<file path="src/rtl/uart_tx_sequencer.sv">
// UART transmit sequencer: round-robin byte arbitration over N_REQ requesters, CSR bus master for the UART.
// Optional feature macro: UART_TXSEQ_STATS_EN adds the tx_count output (bytes confirmed sent).
module uart_tx_sequencer #(
    parameter int         N_REQ    = 4,
    parameter logic [3:0] BR_SEL   = 4'hF,
    parameter logic [7:0] CLK_MHZ  = 8'd50,
    parameter int         START_TO = 16
) (
    input  logic               clk,
    input  logic               rst,
    input  logic [N_REQ-1:0]   req,
    input  logic [8*N_REQ-1:0] req_data,
    output logic [N_REQ-1:0]   ack,
    output logic               busy,
    output logic               start_err,
`ifdef UART_TXSEQ_STATS_EN
    output logic [15:0]        tx_count,
`endif
    output logic [31:0]        waddr,
    output logic [31:0]        wdata,
    output logic               wen,
    output logic [3:0]         wstrb,
    input  logic               wready,
    output logic [31:0]        raddr,
    output logic               ren,
    input  logic [31:0]        rdata
);

    localparam int PTR_W = (N_REQ > 1) ? $clog2(N_REQ) : 1;
    localparam int CNT_W = (START_TO > 1) ? $clog2(START_TO) : 1;

    typedef enum logic [2:0] {
        S_INIT, S_IDLE, S_WDATA, S_START, S_CLEAR, S_RD, S_CHK
    } state_t;

    state_t             state_q, state_d;
    logic [PTR_W-1:0]   ptr_q, ptr_d;
    logic [7:0]         byte_q, byte_d;
    logic               seen_q, seen_d;
    logic [CNT_W-1:0]   cnt_q, cnt_d;
    logic               err_q, err_d;
    logic               busy_q, busy_d;
    logic               wen_q, wen_d;
    logic               ren_q, ren_d;
    logic [15:0]        txc_q, txc_d;
    logic               gnt_found;
    logic [PTR_W-1:0]   gnt_idx;
    logic [PTR_W-1:0]   gnt_nxt;
    int                 idx;
    logic               wr_done;
    logic               unused_rdata;

    function automatic logic [31:0] ctrl_word(input logic strtx);
        return {16'h0, CLK_MHZ, BR_SEL, 2'b00, strtx, 1'b1};
    endfunction

    assign wr_done      = wen_q & wready;
    assign unused_rdata = ^rdata[31:1];

    // First pending requester at or after the round-robin pointer.
    always_comb begin
        gnt_found = 1'b0;
        gnt_idx   = '0;
        idx       = 0;
        for (int k = 0; k < N_REQ; k++) begin
            idx = int'(ptr_q) + k;
            if (idx >= N_REQ) idx = idx - N_REQ;
            if (!gnt_found && req[idx]) begin
                gnt_found = 1'b1;
                gnt_idx   = PTR_W'(idx);
            end
        end
        gnt_nxt = (int'(gnt_idx) == N_REQ - 1) ? '0 : PTR_W'(int'(gnt_idx) + 1);
    end

    always_comb begin
        state_d = state_q;
        ptr_d   = ptr_q;
        byte_d  = byte_q;
        seen_d  = seen_q;
        cnt_d   = cnt_q;
        err_d   = err_q;
        txc_d   = txc_q;
        ack     = '0;
        case (state_q)
            S_INIT:  if (wr_done) state_d = S_IDLE;
            S_IDLE: begin
                if (gnt_found) begin
                    ack[gnt_idx] = 1'b1;
                    byte_d       = req_data[8*int'(gnt_idx) +: 8];
                    ptr_d        = gnt_nxt;
                    seen_d       = 1'b0;
                    cnt_d        = '0;
                    state_d      = S_WDATA;
                end
            end
            S_WDATA: if (wr_done) state_d = S_START;
            S_START: if (wr_done) state_d = S_CLEAR;
            S_CLEAR: if (wr_done) state_d = S_RD;
            S_RD:    state_d = S_CHK;
            S_CHK: begin
                if (rdata[0]) begin
                    seen_d  = 1'b1;
                    state_d = S_RD;
                end else if (seen_q) begin
                    txc_d   = txc_q + 16'd1;
                    state_d = S_IDLE;
                end else if (cnt_q < CNT_W'(START_TO - 1)) begin
                    cnt_d   = cnt_q + 1'b1;
                    state_d = S_RD;
                end else begin
                    err_d   = 1'b1;
                    state_d = S_IDLE;
                end
            end
            default: state_d = S_INIT;
        endcase
        // Bus strobes are registered from the next state so reset forces them low.
        wen_d  = (state_d == S_INIT) || (state_d == S_WDATA) ||
                 (state_d == S_START) || (state_d == S_CLEAR);
        ren_d  = (state_d == S_RD);
        busy_d = (state_d != S_IDLE);
    end

    always_ff @(posedge clk or negedge rst) begin
        if (!rst) begin
            state_q <= S_INIT;
            ptr_q   <= '0;
            byte_q  <= '0;
            seen_q  <= 1'b0;
            cnt_q   <= '0;
            err_q   <= 1'b0;
            txc_q   <= '0;
            busy_q  <= 1'b0;
            wen_q   <= 1'b0;
            ren_q   <= 1'b0;
        end else begin
            state_q <= state_d;
            ptr_q   <= ptr_d;
            byte_q  <= byte_d;
            seen_q  <= seen_d;
            cnt_q   <= cnt_d;
            err_q   <= err_d;
            txc_q   <= txc_d;
            busy_q  <= busy_d;
            wen_q   <= wen_d;
            ren_q   <= ren_d;
        end
    end

    always_comb begin
        waddr = '0;
        wdata = '0;
        wstrb = '0;
        if (wen_q) begin
            case (state_q)
                S_WDATA: begin
                    waddr = 32'h8;
                    wdata = {24'h0, byte_q};
                    wstrb = 4'b0001;
                end
                S_START: begin
                    wdata = ctrl_word(1'b1);
                    wstrb = 4'b0011;
                end
                default: begin
                    wdata = ctrl_word(1'b0);
                    wstrb = 4'b0011;
                end
            endcase
        end
    end

    assign wen       = wen_q;
    assign ren       = ren_q;
    assign raddr     = ren_q ? 32'h4 : 32'h0;
    assign busy      = busy_q;
    assign start_err = err_q;
`ifdef UART_TXSEQ_STATS_EN
    assign tx_count  = txc_q;
`else
    logic unused_txc;
    assign unused_txc = ^txc_q;
`endif

endmodule

</file>
<file path="config.mk">
export PLATFORM = sky130hd
export DESIGN_NAME = uart_tx_sequencer
export DESIGN_NICKNAME = d
export VERILOG_FILES = /design/src/rtl/uart_tx_sequencer.sv
export SDC_FILE = /design/constraint.sdc
export NUM_CORES = 1
export LEC_CHECK = 0
export BUFFER_PORTS_ARGS = -buffer_cell sky130_fd_sc_hd__buf_2
export CAP_MARGIN = 20
export CORE_MARGIN = 5
export CORE_UTILIZATION = 44
export CTS_BUF_LIST = sky130_fd_sc_hd__clkbuf_8
export DETAILED_ROUTE_END_ITERATION = 7
export PLACE_DENSITY = 0.88
export SETUP_SLACK_MARGIN = 0.05
export SLEW_MARGIN = 40
export SYNTH_ARGS = -nofsm -noshare
export SYNTH_HDL_FRONTEND = slang
export SYNTH_SLANG_ARGS = --single-unit
</file>
<file path="constraint.sdc">
create_clock -name clk -period 3.7 [get_ports clk]
set_input_delay 0.37 -clock clk [delete_from_list [all_inputs] [get_ports clk]]
set_output_delay 0.37 -clock clk [all_outputs]
set_load 0.02 [all_outputs]
</file>
==> impl_summary.log <==
INFO  metric setup.worst_path.end_class = output pin
INFO  metric io_pins = 179
INFO  metric htreeDepth = 1
INFO  metric critical_path_buf_inv_count = 2
INFO  metric flow.area_growth_from_synthesis = 1.77%
INFO  metric cts_made_buffers = 3
INFO  metric grt_setup_unrepaired = false
INFO  metric finClkSkew = 1.88 ps
INFO  metric most-common-layout-cells = sky130_fd_sc_hd__conb_1, sky130_fd_sc_hd__buf_2, sky130_fd_sc_hd__nand2_1
INFO  metric synth_ff_type = sky130_fd_sc_hd__dfrtp_1
INFO  metric ant_cells = 0
INFO  metric clock_path_buffers = 2
INFO  metric dpl_worst_slack = 1500 ps
INFO  metric post_synth_edffs = 0
INFO  metric timing.setup.critical_path_class = reg2out
INFO  metric vias_after_detailed_routing = 1737
INFO  metric post_synth_inst_count = 270
INFO  metric worst_vdd_drop = 0.306 mV
INFO  metric ys_ff_latch = 22
INFO  metric design.die.area = 6660 um^2
INFO  metric outcome = finished, final reports clean
INFO  metric clock_tree_from_tritoncts = done
INFO  metric clock_pin_slew_of_the_registers_on_the_worst_case_setup_and_hold_paths = 70 ps
INFO  metric insertion_delay = 260 ps
INFO  metric place_congestion = 0.823
INFO  metric die_w = 81.6 um
INFO  metric die_h = 81.6 um
INFO  metric grt_remaining_overflow = 0
INFO  metric coreArea = 5040 um^2
INFO  metric critical-path-slowest-cell = sky130_fd_sc_hd__dfrtp_1
INFO  metric grt_pass1_vias = 1646
INFO  metric detailed_placement_wirelength_estimate = 3.91 mm
INFO  metric total_track_usage = 13.1%
INFO  metric layout-drive-gt1-share = 24.8%
INFO  metric post_synth_num_cell_types = 53
INFO  metric global_route.usage.met1 = 16.6%
INFO  metric final.period_utilization = 67.2%
INFO  metric min-delay-path-class = in2async
INFO  metric port-buffer-count = 62
INFO  metric grt_start_max_net_pins = 23
INFO  metric cts_num_sinks = 22
INFO  metric routedWlPerCell = 11.7 um
INFO  metric synth_largest_type_area_fraction = 30.0%
INFO  metric cts.hold.buffers_added = 0
INFO  metric crit_required = 3330 ps
INFO  metric fin_crit = 2490 ps
INFO  metric post_cts.resized_instances = 0
INFO  metric ys_warn_count = 0
INFO  metric placement_rows = 26
INFO  metric wire_length_of_the_first_global_routing_pass = 7.12 mm
INFO  metric grt_antenna_before_repair = 0
INFO  metric worst_slack = 1210 ps
INFO  metric cts_setup_buffers = 0
INFO  metric final_nets = 399
INFO  metric total_leakage_power = 1.25 nW
INFO  metric drt_pass1_iterations = 4
INFO  metric grt_most_used_layer = met2
INFO  metric use_met3 = 2.30%
INFO  metric max_slew_margin = 65.4%
INFO  metric cellPowerDensity = 656 nW/um^2
INFO  metric fmaxAchievable = 0.402 GHz
INFO  metric final_max_slew_viol_count = 0
INFO  metric wirelength = 4.59 mm
INFO  metric path_cells = nor2b_1 > o21a_1 > nor3_4 > inv_1 > ha_1 > and3_1 > buf_2
INFO  metric root_buffer = sky130_fd_sc_hd__clkbuf_8
INFO  metric crit_path_start_kind = register
INFO  metric drcViolationCount = 0
INFO  metric drt_iter0_drc = 87
INFO  metric post_dp_cell_area = 2240 um^2
INFO  metric netlist_top_cells_area = sky130_fd_sc_hd__buf_4, sky130_fd_sc_hd__dfrtp_1, sky130_fd_sc_hd__nand2_1
INFO  metric synth_async_sr_flop_share = 100%
INFO  metric most_common_library_cell_in_the_layout_ignoring_fill_and_taps = sky130_fd_sc_hd__conb_1
INFO  metric critPathTopFamily = simple AND/OR/NAND/NOR gates
INFO  metric finalSetupTns = 0 ps
INFO  metric finalHoldViolCount = 0
INFO  metric post_detailed_route_count_of_antenna_violating_nets = 0
INFO  metric viasPerCell = 4.43
INFO  metric syn_avg_cell_area = 8.36 um^2
INFO  metric critical_path_arrival = 2120 ps
INFO  metric worst-slew-pin-transition = 516 ps
INFO  metric initial_utilization = 44.7%
INFO  metric crit_path_max_incr_delay = 450 ps
INFO  metric synthDominantAreaCellType = sky130_fd_sc_hd__buf_4
INFO  metric final_design_area_no_fill = 2300 um^2
INFO  metric synth.yosys.seq_area_share = 24.4%
INFO  metric netlist_area = 2260 um^2
INFO  metric setup-violations-final = 0
INFO  metric cp_max_fo = 9
INFO  metric cap_violations = 0
INFO  metric use_met2 = 22.1%
-- layer usage --
metal	vias to the layer above	part of all wire, %
met2	86	49
met1	791	40
met4	0	1.7
met5	-	0
li1	853	-
met3	7	9.2
-- cell type report --
cell class	instances	area, um^2
fillers	514	2750
multi-input cells	224	1250
flip-flops and latches	22	551
repair buffers	63	318
inverters	9	33.8
well taps	70	87.6
clock buffers	4	55.1
-- cells in the mapped netlist, types with 2 or more instances --
library cell	count
sky130_fd_sc_hd__clkbuf_1	2
sky130_fd_sc_hd__buf_6	3
sky130_fd_sc_hd__mux2i_1	8
sky130_fd_sc_hd__a211o_1	8
sky130_fd_sc_hd__nor2b_1	2
sky130_fd_sc_hd__dfrtp_1	22
sky130_fd_sc_hd__o21ai_1	2
sky130_fd_sc_hd__and3_1	5
sky130_fd_sc_hd__ha_1	5
sky130_fd_sc_hd__nand2_1	25
sky130_fd_sc_hd__nand3_1	2
sky130_fd_sc_hd__or2_2	2
sky130_fd_sc_hd__inv_1	8
sky130_fd_sc_hd__buf_2	3
sky130_fd_sc_hd__o22ai_1	2
sky130_fd_sc_hd__nor2_1	15
sky130_fd_sc_hd__o21ai_0	2
sky130_fd_sc_hd__a21oi_1	3
sky130_fd_sc_hd__and2_1	2
sky130_fd_sc_hd__o31ai_1	8
sky130_fd_sc_hd__nand2b_1	4
sky130_fd_sc_hd__o211ai_1	7
sky130_fd_sc_hd__xnor2_1	2
sky130_fd_sc_hd__nand4_1	8
sky130_fd_sc_hd__nor3b_1	3
sky130_fd_sc_hd__buf_4	90
-- kinds of logic (layout without fill, tap and decap cells) --
| logic type | after synthesis | count (layout) | synth area share, % |
|---|---|---|---|
| flops | 22 | 22 | 24.4 |
| simple gates | 77 | 77 | 18.3 |
| other cells | 1 | 85 | 0.166 |
| buf+inv | 108 | 76 | 34.1 |
| fa+ha+maj | 5 | 5 | 2.77 |
| compound gates | 46 | 46 | 15.4 |
| xor+xnor | 2 | 2 | 0.777 |
| mux | 9 | 9 | 4.05 |
-- sequential cells by signal (all words and copies together) (netlist names) --
signal / count
busy: 1
byte_q: 8
cnt_q: 4
ptr_q: 2
ren: 1
seen_q: 1
start_err: 1
state_q: 3
wen: 1
-- path summary, 6_finish.rpt --
path                                         end                  start  slack [ps]  cells after the start
max                                       ack[2]   ptr_q[1]$_DFFE_PN0P_        1210                      7
min                         cnt_q[0]$_DFFE_PN0P_                    rst          60                      1
max reg2reg                byte_q[6]$_DFFE_PN0P_   ptr_q[1]$_DFFE_PN0P_        1700                      6
min reg2reg                start_err$_DFFE_PN0P_  start_err$_DFFE_PN0P_         470                      2
max in group asynchronous   ptr_q[0]$_DFFE_PN0P_                    rst        3320                      1
min in group clk           start_err$_DFFE_PN0P_               rdata[0]         350                      2
-- per-stage QoR --
stage               util [%]  std cells  power (mW)  hold WS, ps
global route            45.5        392        1.64         96.6
detailed placement      44.4        388        1.34          354
global placement        44.4        388        1.32          347
finish                  45.5        392        1.51         55.8
CTS                     45.5        392        1.51         68.9
floorplan                  -        354        1.23         74.4
-- power by group --
group	internal [mW]	leakage [nW]	switching, mW
sequential	0.335	0.272	0.115
clock	0.0948	0.0288	0.0749
combinational	0.309	0.953	0.577
total	0.739	1.25	0.766
Power figures use the tool's default switching activity.
